File: src/rtl/bit_permute_stream.sv
// Streaming bit-permutation stage: runtime map (double-buffered), per-word bypass,
// output register plus skid register behind a registered s_ready.
module bit_permute_stream #(
    parameter  int W  = 8,
    parameter  int CW = 16,
    localparam int IW = $clog2(W)
) (
    input  logic          clk,
    input  logic          rst_n,
    input  logic          s_valid,
    output logic          s_ready,
    input  logic [W-1:0]  s_data,
    input  logic          s_bypass,
    output logic          m_valid,
    input  logic          m_ready,
    output logic [W-1:0]  m_data,
    input  logic          cfg_we,
    input  logic [IW-1:0] cfg_idx,
    input  logic [IW-1:0] cfg_src,
    input  logic          cfg_commit,
    output logic [CW-1:0] xfer_count
);

    logic [W-1:0][IW-1:0] shadow_map;
    logic [W-1:0][IW-1:0] active_map;

    logic [W-1:0]  out_data_p1;
    logic          out_vld_p1;
    logic [W-1:0]  skid_data_p1;
    logic          skid_vld_p1;
    logic          s_ready_q;
    logic [CW-1:0] count_q;

    logic          accept;
    logic          drain;
    logic          skid_vld_nxt;
    logic [W-1:0]  xform_p0;

    function automatic logic [W-1:0] permute(input logic [W-1:0] d,
                                             input logic [W-1:0][IW-1:0] map);
        logic [W-1:0] p;
        p = '0;
        for (int i = 0; i < W; i++) begin
            p[i] = d[map[i]];
        end
        return p;
    endfunction

    function automatic logic [CW-1:0] sat_inc(input logic [CW-1:0] c);
        return (&c) ? c : c + 1'b1;
    endfunction

    assign accept   = s_valid & s_ready_q;
    assign drain    = out_vld_p1 & m_ready;
    assign xform_p0 = s_bypass ? s_data : permute(s_data, active_map);

    // Commit copies the pre-edge shadow, so a same-cycle write lands only in the shadow.
    always_ff @(posedge clk or negedge rst_n) begin
        if (!rst_n) begin
            for (int i = 0; i < W; i++) begin
                shadow_map[i] <= IW'(i);
                active_map[i] <= IW'(i);
            end
        end else begin
            if (cfg_commit) active_map <= shadow_map;
            if (cfg_we)     shadow_map[cfg_idx] <= cfg_src;
        end
    end

    always_comb begin
        skid_vld_nxt = skid_vld_p1;
        if (!out_vld_p1 || drain) skid_vld_nxt = 1'b0;
        else if (accept)          skid_vld_nxt = 1'b1;
    end

    // ---- stage p0 -> p1: OUT / SKID registers ----
    always_ff @(posedge clk or negedge rst_n) begin
        if (!rst_n) begin
            out_data_p1  <= '0;
            out_vld_p1   <= 1'b0;
            skid_data_p1 <= '0;
            skid_vld_p1  <= 1'b0;
            s_ready_q    <= 1'b0;
            count_q      <= '0;
        end else begin
            if (!out_vld_p1 || drain) begin
                if (skid_vld_p1) begin
                    out_data_p1 <= skid_data_p1;
                    out_vld_p1  <= 1'b1;
                end else if (accept) begin
                    out_data_p1 <= xform_p0;
                    out_vld_p1  <= 1'b1;
                end else begin
                    out_vld_p1  <= 1'b0;
                end
            end else if (accept) begin
                skid_data_p1 <= xform_p0;
            end
            skid_vld_p1 <= skid_vld_nxt;
            s_ready_q   <= !skid_vld_nxt;
            if (drain) count_q <= sat_inc(count_q);
        end
    end

    assign s_ready    = s_ready_q;
    assign m_valid    = out_vld_p1;
    assign m_data     = out_data_p1;
    assign xfer_count = count_q;

endmodule

File: config.mk
export PLATFORM = sky130hd
export DESIGN_NAME = bit_permute_stream
export DESIGN_NICKNAME = d
export VERILOG_FILES = /design/src/rtl/bit_permute_stream.sv
export SDC_FILE = /design/constraint.sdc
export NUM_CORES = 1
export LEC_CHECK = 0
export BUFFER_PORTS_ARGS = -buffer_cell sky130_fd_sc_hd__buf_2
export CAP_MARGIN = 30
export CORE_ASPECT_RATIO = 0.5
export CORE_MARGIN = 3
export CORE_UTILIZATION = 55
export CTS_BUF_LIST = sky130_fd_sc_hd__clkbuf_4
export DETAILED_ROUTE_END_ITERATION = 16
export PLACE_DENSITY = 0.83
export SLEW_MARGIN = 10
export SYNTH_ARGS = -nofsm -noshare
export SYNTH_HDL_FRONTEND = slang
export SYNTH_SLANG_ARGS = --single-unit
File: constraint.sdc
create_clock -name clk -period 1.8 [get_ports clk]
set_clock_uncertainty 0.2 [all_clocks]
set_input_delay 0.09 -clock clk [delete_from_list [all_inputs] [get_ports clk]]
set_output_delay 0.09 -clock clk [all_outputs]
set_load 0.05 [all_outputs]
## Word-level counts from Yosys, hierarchy flattened

Cells that the tools add are included.

- $add $sub $neg: 1
- Order comparisons: 10
- Muxes and demuxes: 26
- Bitwise gates (word level): 4
- Reduce and logical (&&, ||, !) cells: 9

Operators with widths:

| cell | count |
|---|---|
| $lt 3x4->1 const B | 9 |
| $bmux 1 s3 | 8 |
| $bwmux 24 | 1 |
| $mux 8 | 3 |
| $add 16x1->16 const B | 1 |
| $reduce_and 16->1 | 1 |
| $mux 1 | 12 |
| $demux 3 s3 | 1 |
| $reduce_and 2->1 | 3 |
| $ge 3x1->1 const B | 1 |
| $mux 3 | 1 |
| $and 1x1->1 | 2 |
| $logic_not 1->1 | 2 |
| $not 1->1 | 2 |
| $reduce_bool 2->1 | 1 |
| $logic_and 1x1->1 | 1 |
| $logic_or 1x1->1 | 1 |

- Register bits after elaboration: 83
- Input bits: 21
- Output and inout bits: 26
- Logic and storage cells: 72

## Logic depth before layout (Yosys ltp)

Gate-level depths: netlist (run 1).

- Depth after elaboration: 5
- Mapped depth: 6
- Depth with buffers taken out: 5

## Worst setup path before layout (run 1)

No wires, ideal clock.

- Path type: register -> register
- Start point: register count_q[0], in the netlist xfer_count[0]
- End point: register count_q[1], in the netlist xfer_count[1]
- Setup time: 0.128 ns
- Data arrival time: 1.826 ns
- Required time: 1.472 ns
- Slack: -0.353 ns
- Stages on the path, launching flop included: 6
- Buffers on the path: 0
- Clock period less this slack: 2.153 ns
- Cells stage by stage: dfrtp_1 > ha_1 > and2_1 > nand4_1 > o21ai_2 > mux2_1

- Cells in the longest elaborated chain, start to end: 3
- Elaborated cells between the ends (all ways): 4
- Classes of those cells: 1 x add/sub; 1 x bitwise; 2 x reduce/logical

RTL lines:

| what | line | text |
|---|---|---|
| start, declared | 32 | `logic [CW-1:0] count_q;` |
| start signal, assigned | 101 | `if (drain) count_q <= sat_inc(count_q);` |
| branches (longest 3 deep; another with $add 16x1->16) | -- |  |

Several ways; the timed one is not identified.
A chain may end at the register's enable or synchronous reset.

## Final worst setup path (run 1)

- Start point: register active_map[21] in the netlist's numbering
- End point: register out_data_p1[7], in the netlist m_data[7]

- Cells in the longest elaborated chain, start to end: 5

RTL lines:

| what | line | text |
|---|---|---|
| start, declared | 25 | `logic [W-1:0][IW-1:0] active_map;` |
| start signal, assigned by index | 62 | `active_map[i] <= IW'(i);` |
| start signal, assigned | 65 | `if (cfg_commit) active_map <= shadow_map;` |
| $bmux 1 s3 | 44 | `p[i] = d[map[i]];` |
| $mux 1 (not written as such) | 44 |  |
| $mux 8 | 55 | `assign xform_p0 = s_bypass ? s_data : permute(s_data, active_map);` |
| $mux 8 | 90 | `end else if (accept) begin` |
| $mux 8 | 87 | `if (skid_vld_p1) begin` |
| end signal, assigned | 88 | `out_data_p1 <= skid_data_p1;` |
| end signal, assigned | 91 | `out_data_p1 <= xform_p0;` |
| end, declared | 27 | `logic [W-1:0] out_data_p1;` |

Every way passes these cells. The select of a mux whose other input is x is not followed.

==> impl_metrics.csv, run 1 <==
group,metric,value,unit
critical_path,critPathKind,"register to register",
timing,holdWs,15.81,ps
routing,routedWlPerCell,20.74,um
placed_design,dp_hpwl,6.101,mm
synth,ys_seq_area_share,51.51,%
critical_path,start_kind,"register",
synth,synth.ff_latch_count,83,
critical_path,worst_setup_path_end_kind,"register",
routing,dr_wl_met3,747,um
cells_and_area,syn_to_final_growth,24.04,%
routing,vias,2972,
critical_path,crit_fanout,3,
synth,syn_area,4090,um2
routing,drt_pass1_iterations,7,
critical_path,cp.arrival,2100,ps
power_and_ir_drop,vdd_drop_max,0.5783,mV
synth,synthFlopType,"dfrtp_1",
routing,antenna_left,0,
clock_network,clockRootBuffer,"clkbuf_4",
synth,synth_warnings,0,
routing,routed_wl,9.975,mm
clock_network,cts_sinks,83,
floorplanning,die_area,8570,um2
clock_network,numCtsBuffers,9,
timing,final-hold-violation-count,0,
timing,period_share,108.4,%
floorplanning,rows,21,
synth,async_flop_share,100.0,%
floorplanning,die_x,128.0,um
clock_network,clock_path_buffers,2,
timing,slew_violations,0,
floorplanning,die_y,66.98,um
clock_network,cts.clk_slew.worst_paths,140,ps
synth,synth_xor_area_share,2.570,%
global_routing,grt.overflow.total,0,
routing,via_per_inst,6.179,
synth,synth_mux_area_share,22.94,%
cells_and_area,fin_nets,406,
timing,period_minus_slack,1951,ps
synth,avgSynthCellArea,13.96,um2
synth,syn_inst,293,
power_and_ir_drop,p_per_area,1278,nW/um2
routing,drt_iter0_markers,181,
critical_path,cp.required,1950,ps
timing,max_freq,0.5126,GHz
synth,synth_top_family_by_area,"multiplexers",
clock_network,h-tree-depth,3,
global_routing,grt_pass1_wl,15.44,mm
routing,drc_errors,0,
timing,worst_slew_pin_slew,735.8,ps
cells_and_area,final_layout_size_suffix_gt1_share,56.56,%
run_status,status,"finished with violations",
timing,slew_headroom,50.95,%
timing,final-setup-viol-count,10,
flow_run,drv_cap,0,
min_path,hp-class,"primary input to asynchronous set/reset pin",
power_and_ir_drop,p_leak,2.141,nW
cells_and_area,antenna_cells,0,
synth,synth-edff-count,0,
floorplanning,io_pins,47,
routing,drt-met1-wl,4.119,mm
synth,synth_adder_area_share,0.3059,%
timing,layout_setup_ws,-150.9,ps
floorplanning,start_util,58.96,%
routing,wl_met2,4.806,mm
cells_and_area,post-route-util,73.14,%
routing,top_layer_used,"met4",
global_routing,grt_max_degree,39,
placed_design,port_buffers,46,
synth,synth_compound_area_share,8.994,%
synth,synth-simple-area-share,12.33,%
placed_design,gp_congestion,0.8829,
synth,synth_nets,315,
synth,synth.distinct_cells,44,
run_status,violations,"negative setup slack",
floorplanning,core-area,6937,um2
timing,rsz0062_at_grt,"true",
global_routing,grt_usage,23.73,%
clock_network,clk_latency,460,ps
global_routing,antenna_found_initial,0,
global_routing,first_global_vias,3061,
clock_network,cts_tree,"done",
synthesized netlist by cell type, types with 2 or more instances:
cell | count | area share [%]
o31ai_2 | 4 | 1.2
a211oi_2 | 8 | 2.4
dfrtp_1 | 59 | 36
mux2_1 | 2 | 0.55
and4_1 | 3 | 0.64
and2_1 | 3 | 0.46
buf_2 | 2 | 0.24
nor3_1 | 2 | 0.24
o211ai_1 | 4 | 0.73
dfstp_2 | 24 | 15
inv_1 | 2 | 0.18
buf_6 | 2 | 0.55
mux2_2 | 48 | 13
and3_1 | 8 | 1.2
nand2b_1 | 3 | 0.46
nand4b_1 | 4 | 0.86
nand3_1 | 5 | 0.61
nor2b_1 | 16 | 2.4
nand4_1 | 5 | 0.76
nand2_1 | 13 | 1.2
buf_1 | 2 | 0.18
and3_2 | 4 | 0.73
o31ai_1 | 12 | 2.2
nor3b_2 | 2 | 0.61
clkbuf_1 | 2 | 0.18
mux4_2 | 12 | 6.6
xnor2_1 | 12 | 2.6
mux4_1 | 4 | 2.6
a21oi_1 | 11 | 1.3
layer usage:
metal	up-vias	track usage, %
met5	-	0
met4	0	9.921
met3	28	6.485
met2	145	40.17
met1	1499	29.12
li1	1300	-
where the power goes:
| group | total [mW] | switching (mW) | internal (mW) |
|---|---|---|---|
| registers | 2.91 | 0.476 | 2.44 |
| logic | 2.08 | 1.13 | 0.948 |
| clock network | 1.49 | 0.651 | 0.839 |
| total | 6.48 | 2.26 | 4.23 |
sequential cells by signal, summed over array words and instances, names as in the netlist:
register	cells
active_map	24
m_data	8
m_valid	1
s_ready	1
shadow_map	24
skid_data_p1	8
skid_vld_p1	1
xfer_count	16
cells in the final DEF, fill, tap and decap left out, types with 4 or more instances in the layout:
cell type	count
mux2_2	48
buf_2	45
dfrtp_1	40
dfstp_2	24
dlygate4sd3_1	22
dfrtp_2	19
buf_4	18
mux4_2	16
nand2_1	13
o31ai_1	12
xnor2_1	12
a21oi_1	11
nor2b_1	10
clkbuf_4	9
and3_1	8
nor2b_4	6
a211oi_2	6
nand3_1	5
nand4_1	5
nand4b_1	4
o211ai_1	4
and3_2	4
o31ai_2	4
bufinv_16	4
path summary, 6_finish.rpt:
kind / end / slack, ps / from / cells past startpoint
worst max-delay path: m_data[7] / -150 / active_map[21] / 4
worst min-delay path: shadow_map[21] / 20 / rst_n / 2
worst max register to register: m_data[7] / -150 / active_map[21] / 4
worst min register to register: xfer_count[10] / 290 / xfer_count[10] / 1
max in group asynchronous: active_map[18] / 550 / rst_n / 3
min in group clk: active_map[22] / 40 / cfg_commit / 2
what timing repair did:
item                                    in CTS  in global routing
hold buffers                                24                  0
buffers inserted                             3                  6
pin swaps                                   10                 12
endpoints found under the setup margin      12                 24
gates resized for setup                      9                 14
hold endpoints to repair                   130                  0
per-stage QoR:
| step | area (um2) | power [mW] | setup TNS [ps] | worst slack [ps] | instances |
|---|---|---|---|---|---|
| floorplan | 4126 | 4.177 | -117.3 | -117.3 | 293 |
| global placement | 4514 | 4.571 | -78.10 | -33.44 | 433 |
| detailed placement | 4514 | 4.692 | -501.0 | -108.9 | 433 |
| CTS | 5011 | 6.299 | -454.2 | -115.0 | 476 |
| global route | 5074 | 6.741 | -1247 | -197.6 | 481 |
| finish | 5074 | 6.482 | -560.3 | -150.9 | 481 |
area by class of cell:
cell class,instances,area [um2]
well taps,92,115.1
flip-flops and latches,83,2131
inverters,2,7.507
repair buffers,88,624.3
clock inverters,7,140.1
fillers,431,1863
multi-input cells,200,1988
clock buffers,9,67.56
critical path, cell delays in order (launching register included):
cell	delay (ps)
dfstp_2	590
mux4_2	520
nor2b_4	140
a211oi_2	270
o31ai_2	100
kinds of logic after synthesis:
group	after synthesis
xor gates and xnor gates	12
DFF	83
and+or+nand+nor	76
muxes	66
buffers and inverters	10
adders and majority gates	1
AOI/OAI and AO/OA	45
Power figures use the tool's default switching activity.
==> run 2, diff against run 1 <==
==> constraint.sdc (replaced) <==
create_clock -name clk -period 1.8 [get_ports clk]
set_clock_uncertainty 0.2 [all_clocks]
set_input_delay 0.09 -clock clk [delete_from_list [all_inputs] [get_ports clk]]
set_output_delay 0.09 -clock clk [all_outputs]
set_load 0.1 [all_outputs]
==> run 2 against run 1 <==
Compared with the run above:
- sequential share of layout area increased by 0.70 points
- non-clock buffer count is 1 higher
- routed wire length fell by 8.7%
- via count decreased by 2.6%
- fmax up 6.6%
- first-iteration DRC count grew 13%
- global-route usage is 0.93 points lower
- the run still ends with negative setup slack left
- die area unchanged
- power rose by 1.5%
- sequential power about the same
- core utilization increased by 0.32 points
- final cell count increased by 0.21%
==> impl_metrics.csv, run 2 (synthesized netlist as in run 1, its figures left out) <==
group,metric,value,unit
global_routing,grt_usage,22.80,%
routing,drt-met1-wl,4.007,mm
critical_path,crit_fanout,3,
min_path,hp-class,"primary input to register",
global_routing,first_global_vias,2985,
timing,max_freq,0.5462,GHz
timing,rsz0062_at_grt,"true",
timing,period_minus_slack,1831,ps
placed_design,dp_hpwl,6.269,mm
flow_run,drv_cap,0,
floorplanning,die_area,8570,um2
critical_path,worst_setup_path_end_kind,"register",
timing,slew_violations,0,
cells_and_area,nFillCells,417,
clock_network,cts_sinks,83,
critical_path,crit_start,"active_map[21]",
critical_path,slowest_stage,"dfstp_2",
timing,final-hold-violation-count,0,
run_status,status,"finished with violations",
power_and_ir_drop,p_per_area,1292,nW/um2
placed_design,gp_congestion,0.9056,
power_and_ir_drop,vdd_drop_max,0.9595,mV
timing,layout_setup_ws,-30.79,ps
cells_and_area,syn_to_final_growth,24.59,%
cells_and_area,antenna_cells,0,
clock_network,clockRootBuffer,"clkbuf_4",
cells_and_area,fin_nets,407,
clock_network,cts.clk_slew.worst_paths,140,ps
critical_path,crit_path_max_incr_delay,590,ps
clock_network,clock_path_buffers,2,
routing,via_per_inst,6.008,
routing,top_layer_used,"met4",
clock_network,numCtsBuffers,9,
critical_path,reg2reg_slack,-30,ps
critical_path,reg2reg_depth,4,
cells_and_area,final_common_cell,"mux2_2",
critical_path,r2r_end,"m_data[7]",
global_routing,grt.overflow.total,0,
routing,drt_iter0_markers,205,
global_routing,grt_pass1_wl,14.89,mm
routing,drc_errors,0,
floorplanning,core-area,6937,um2
critical_path,crit_chain,"mux4_2 -> nor2b_4 -> a211oi_2 -> o31ai_2",
cells_and_area,final_layout_size_suffix_gt1_share,57.69,%
critical_path,cp.required,1930,ps
timing,period_share,101.7,%
routing,routedWlPerCell,18.90,um
power_and_ir_drop,p_leak,2.130,nW
routing,wl_met2,4.520,mm
global_routing,grt_max_degree,37,
routing,routed_wl,9.112,mm
timing,slew_headroom,63.57,%
power_and_ir_drop,power,6.582,mW
timing,worst_slew_pin_slew,546.4,ps
critical_path,cp.arrival,1960,ps
floorplanning,die_y,66.98,um
floorplanning,start_util,58.96,%
critical_path,start_kind,"register",
placed_design,port_buffers,46,
floorplanning,io_pins,47,
critical_path,endpoint,"m_data[7]",
floorplanning,rows,21,
routing,antenna_left,0,
floorplanning,die_x,128.0,um
cells_and_area,layout.cells.most_common_list,"48 x mux2_2, 44 x buf_2, 38 x dfrtp_1, 24 x dfstp_2, 24 x dlygate4sd3_1",
run_status,violations,"negative setup slack",
routing,vias,2896,
critical_path,critPathKind,"register to register",
clock_network,h-tree-depth,3,
timing,final-setup-viol-count,7,
cells_and_area,post-route-util,73.47,%
routing,drt_pass1_iterations,5,
clock_network,clk_latency,450,ps
clock_network,cts_tree,"done",
routing,dr_wl_met3,451,um
critical_path,crit-reg2reg-launch,"active_map[21]",
global_routing,antenna_found_initial,0,
[run 2: metrics by stage]
stage | hold slack, ps | cells | setup WS [ps] | TNS (ps) | cell area [um2]
after global routing | 25.53 | 482 | -110.9 | -938.3 | 5096
after floorplan | -405.6 | 293 | -197.1 | -288.9 | 4170
after detailed placement | -122.7 | 433 | -73.68 | -511.4 | 4558
after global placement | -135.3 | 433 | -29.19 | -62.64 | 4558
after CTS | -11.83 | 474 | -84.60 | -415.3 | 4974
final | 24.72 | 482 | -30.79 | -121.7 | 5096
[run 2: report_power, final]
part / switching [mW] / total, mW / internal (mW)
sequential: 0.454 / 2.93 / 2.47
clock: 0.619 / 1.07 / 0.450
combinational: 1.62 / 2.59 / 0.963
total: 2.70 / 6.58 / 3.88
[run 2: metal layers]
layer	vias to the layer above	GRT usage (%)
met4	0	7.937
met3	15	6.485
met1	1497	29.06
met5	-	0
li1	1301	-
met2	83	37.83
[run 2: worst min-delay path by stage]
stage                     startpoint              to  slack, ps  cells past startpoint
after floorplan                rst_n   active_map[0]       -410                      0
after global placement         rst_n   xfer_count[0]       -140                      1
after detailed placement       rst_n   xfer_count[0]       -120                      1
after CTS                     cfg_we  shadow_map[13]        -10                      4
after global routing          cfg_we  shadow_map[13]         30                      4
final                         cfg_we  shadow_map[13]         20                      4
[run 2: cell type report]
class                      count  area [um2]  share of cell area [%]
sequential                    83        2176                   42.70
multi-input combinational    200        2024                   39.72
timing repair buffer          89       635.6                   12.47
tap                           92       115.1                   2.259
clock buffer                  11       82.58                   1.620
clock inverter                 5       55.05                   1.080
inverter                       2       7.507                  0.1473
[run 2: timing repair]
item,CTS,global route
hold endpoints to repair,121,11
pin swaps,12,12
buffers inserted,1,7
hold buffers,24,3
endpoints found under the setup margin,15,23
gates resized for setup,12,18
[run 2: worst max-delay path: cells and delay by family, from the launching register on]
family          cells  cell delay (ps)
mux                 1              500
compound gates      2              310
flops               1              590
simple gates        1              140
==> run 3, diff against run 2 <==
--- a/config.mk
+++ b/config.mk
@@ -9,10 +9,10 @@
 export CAP_MARGIN = 30
 export CORE_ASPECT_RATIO = 0.5
 export CORE_MARGIN = 3
-export CORE_UTILIZATION = 55
+export CORE_UTILIZATION = 60
 export CTS_BUF_LIST = sky130_fd_sc_hd__clkbuf_4
 export DETAILED_ROUTE_END_ITERATION = 16
-export PLACE_DENSITY = 0.83
+export PLACE_DENSITY = 0.86
 export SLEW_MARGIN = 10
 export SYNTH_ARGS = -nofsm -noshare
 export SYNTH_HDL_FRONTEND = slang
==> constraint.sdc (replaced) <==
create_clock -name clk -period 1.9 [get_ports clk]
set_clock_uncertainty 0.2 [all_clocks]
set_input_delay 0.095 -clock clk [delete_from_list [all_inputs] [get_ports clk]]
set_output_delay 0.095 -clock clk [all_outputs]
set_load 0.1 [all_outputs]
==> run 3 against run 2 <==
Compared with the run above:
- the run still ends with negative setup slack left
- largest cell class unchanged
- routed wire length shrank 3.8%
- critical path type unchanged
- die area shrank 7.8%
- sequential share of layout area grew 0.43 points
- register-to-register slack is essentially flat
- cell area shrank 1.3%
- count of clock-buffer cells in the layout shrank 1
- hold slack gained 7.9 ps
- setup slack gained 14 ps
==> impl_metrics.csv, run 3 (synthesized netlist as in run 1, its figures left out) <==
group,metric,value,unit
run_status,status,"finished with violations",
run_status,violations,"negative setup slack",
floorplanning,die_area,7904,um2
routing,antenna_left,0,
timing,fin_tns_setup,-16.61,ps
clock_network,clockRootBuffer,"clkbuf_4",
floorplanning,io_pins,47,
timing,final-hold-violation-count,0,
clock_network,cts.clk_slew.worst_paths,130,ps
floorplanning,start_util,64.60,%
critical_path,crit_path_max_incr_delay,590,ps
critical_path,crit_chain,"mux4_2 -> nor2b_4 -> a211oi_4 -> o31ai_1",
routing,vias,2873,
critical_path,cp_num_buf_inv,0,
critical_path,start_kind,"register",
critical_path,critPathKind,"register to register",
cells_and_area,fin_nets,404,
global_routing,grt_pass1_wl,14.70,mm
floorplanning,die_y,64.38,um
placed_design,port_buffers,46,
routing,via_per_inst,6.048,
min_path,hp-class,"primary input to register",
global_routing,antenna_found_initial,0,
critical_path,cp.required,2040,ps
clock_network,cts_sinks,83,
clock_network,clock_path_buffers,2,
routing,drc_errors,0,
power_and_ir_drop,p_per_area,1245,nW/um2
routing,drt_pass1_iterations,4,
timing,period_share,100.9,%
power_and_ir_drop,vdd_drop_max,0.6933,mV
cells_and_area,antenna_cells,0,
cells_and_area,post-route-util,79.47,%
routing,drt_iter0_markers,140,
floorplanning,core-area,6331,um2
timing,worst_slew_pin_slew,575.9,ps
global_routing,use_met2,40.65,%
timing,layout_setup_ws,-16.61,ps
placed_design,dp_hpwl,6.067,mm
power_and_ir_drop,p_leak,2.091,nW
clock_network,clk_latency,450,ps
critical_path,worst_setup_path_end_kind,"register",
clock_network,numCtsBuffers,9,
critical_path,slowest_stage,"dfstp_2",
timing,rsz0062_at_grt,"true",
placed_design,gp_congestion,0.8190,
global_routing,gr-usage-met3,7.339,%
timing,period_minus_slack,1917,ps
cells_and_area,nFillCells,344,
timing,slew_violations,0,
critical_path,path_delay_family,"flip-flops",
floorplanning,die_x,122.8,um
cells_and_area,syn_to_final_growth,23.00,%
cells_and_area,final_layout_size_suffix_gt1_share,54.26,%
timing,slew_headroom,61.61,%
timing,max_freq,0.5218,GHz
global_routing,first_global_vias,2936,
routing,routed_wl,8.768,mm
global_routing,grt_max_degree,44,
cells_and_area,final_common_cell,"mux2_2",
critical_path,cp.arrival,2060,ps
critical_path,crit_fanout,3,
global_routing,grt.overflow.total,0,
global_routing,busiest_layer,"met2",
timing,holdWs,32.58,ps
flow_run,drv_cap,0,
power_and_ir_drop,power,6.266,mW
routing,routedWlPerCell,18.46,um
floorplanning,rows,20,
clock_network,h-tree-depth,3,
cells_and_area,layout.cells.most_common_list,"48 x mux2_2, 45 x buf_2, 41 x dfrtp_1, 27 x dlygate4sd3_1, 24 x dfstp_2",
timing,final-setup-viol-count,1,
global_routing,met1_usage,31.65,%
clock_network,cts_tree,"done",
global_routing,grt_usage,24.49,%
[run 3: metrics by stage]
step | std cells | setup slack (ps) | cell area, um2
after global placement | 428 | 25.68 | 4531
after detailed placement | 428 | -62.45 | 4531
after global routing | 475 | -75.36 | 5031
after CTS | 471 | 3.428 | 4959
final | 475 | -16.61 | 5031
after floorplan | 293 | -98.56 | 4168
[run 3: layout make-up]
| type | count | area, um2 | share of cell area, % |
|---|---|---|---|
| clock buffers | 10 | 75.07 | 1.492 |
| flip-flops and latches | 83 | 2170 | 43.12 |
| repair buffers | 86 | 600.6 | 11.94 |
| well taps | 88 | 110.1 | 2.189 |
| multi-input cells | 200 | 1978 | 39.32 |
| clock inverters | 6 | 90.09 | 1.791 |
| inverters | 2 | 7.507 | 0.1492 |
[run 3: worst reg2reg max path, cell delays in order (launching register included)]
cell and delay (ps):
dfstp_2 590, mux4_2 510, nor2b_4 150, a211oi_4 250, o31ai_1 100
[run 3: metal layers]
metal | wire length (um) | up-vias
met4 | 104 | 0
met3 | 470 | 11
met2 | 4289 | 82
met5 | 0 | -
met1 | 3905 | 1483
li1 | - | 1297
[run 3: timing repair]
item,4_1_cts,5_1_grt
endpoints found under the hold margin,109,0
gates resized for setup,2,9
setup buffers,0,4
pin swaps,5,9
hold buffers,27,0
endpoints found under the setup margin,6,10
[run 3: power by group]
group          switching [mW]  internal [mW]  total [mW]
Sequential              0.429           2.34        2.77
Combinational            1.51          0.832        2.34
Clock                   0.613          0.550        1.16
Total                    2.55           3.72        6.27
[run 3: worst paths after layout]
path	startpoint	endpoint	slack [ps]	cells after the start
max	active_map[15]	skid_data_p1[5]	-20	4
max reg2reg	active_map[15]	skid_data_p1[5]	-20	4
min	cfg_commit	active_map[4]	30	2
max in group asynchronous	rst_n	active_map[15]	300	4
min reg2reg	skid_data_p1[5]	skid_data_p1[5]	290	2
min in group asynchronous	rst_n	xfer_count[8]	500	3
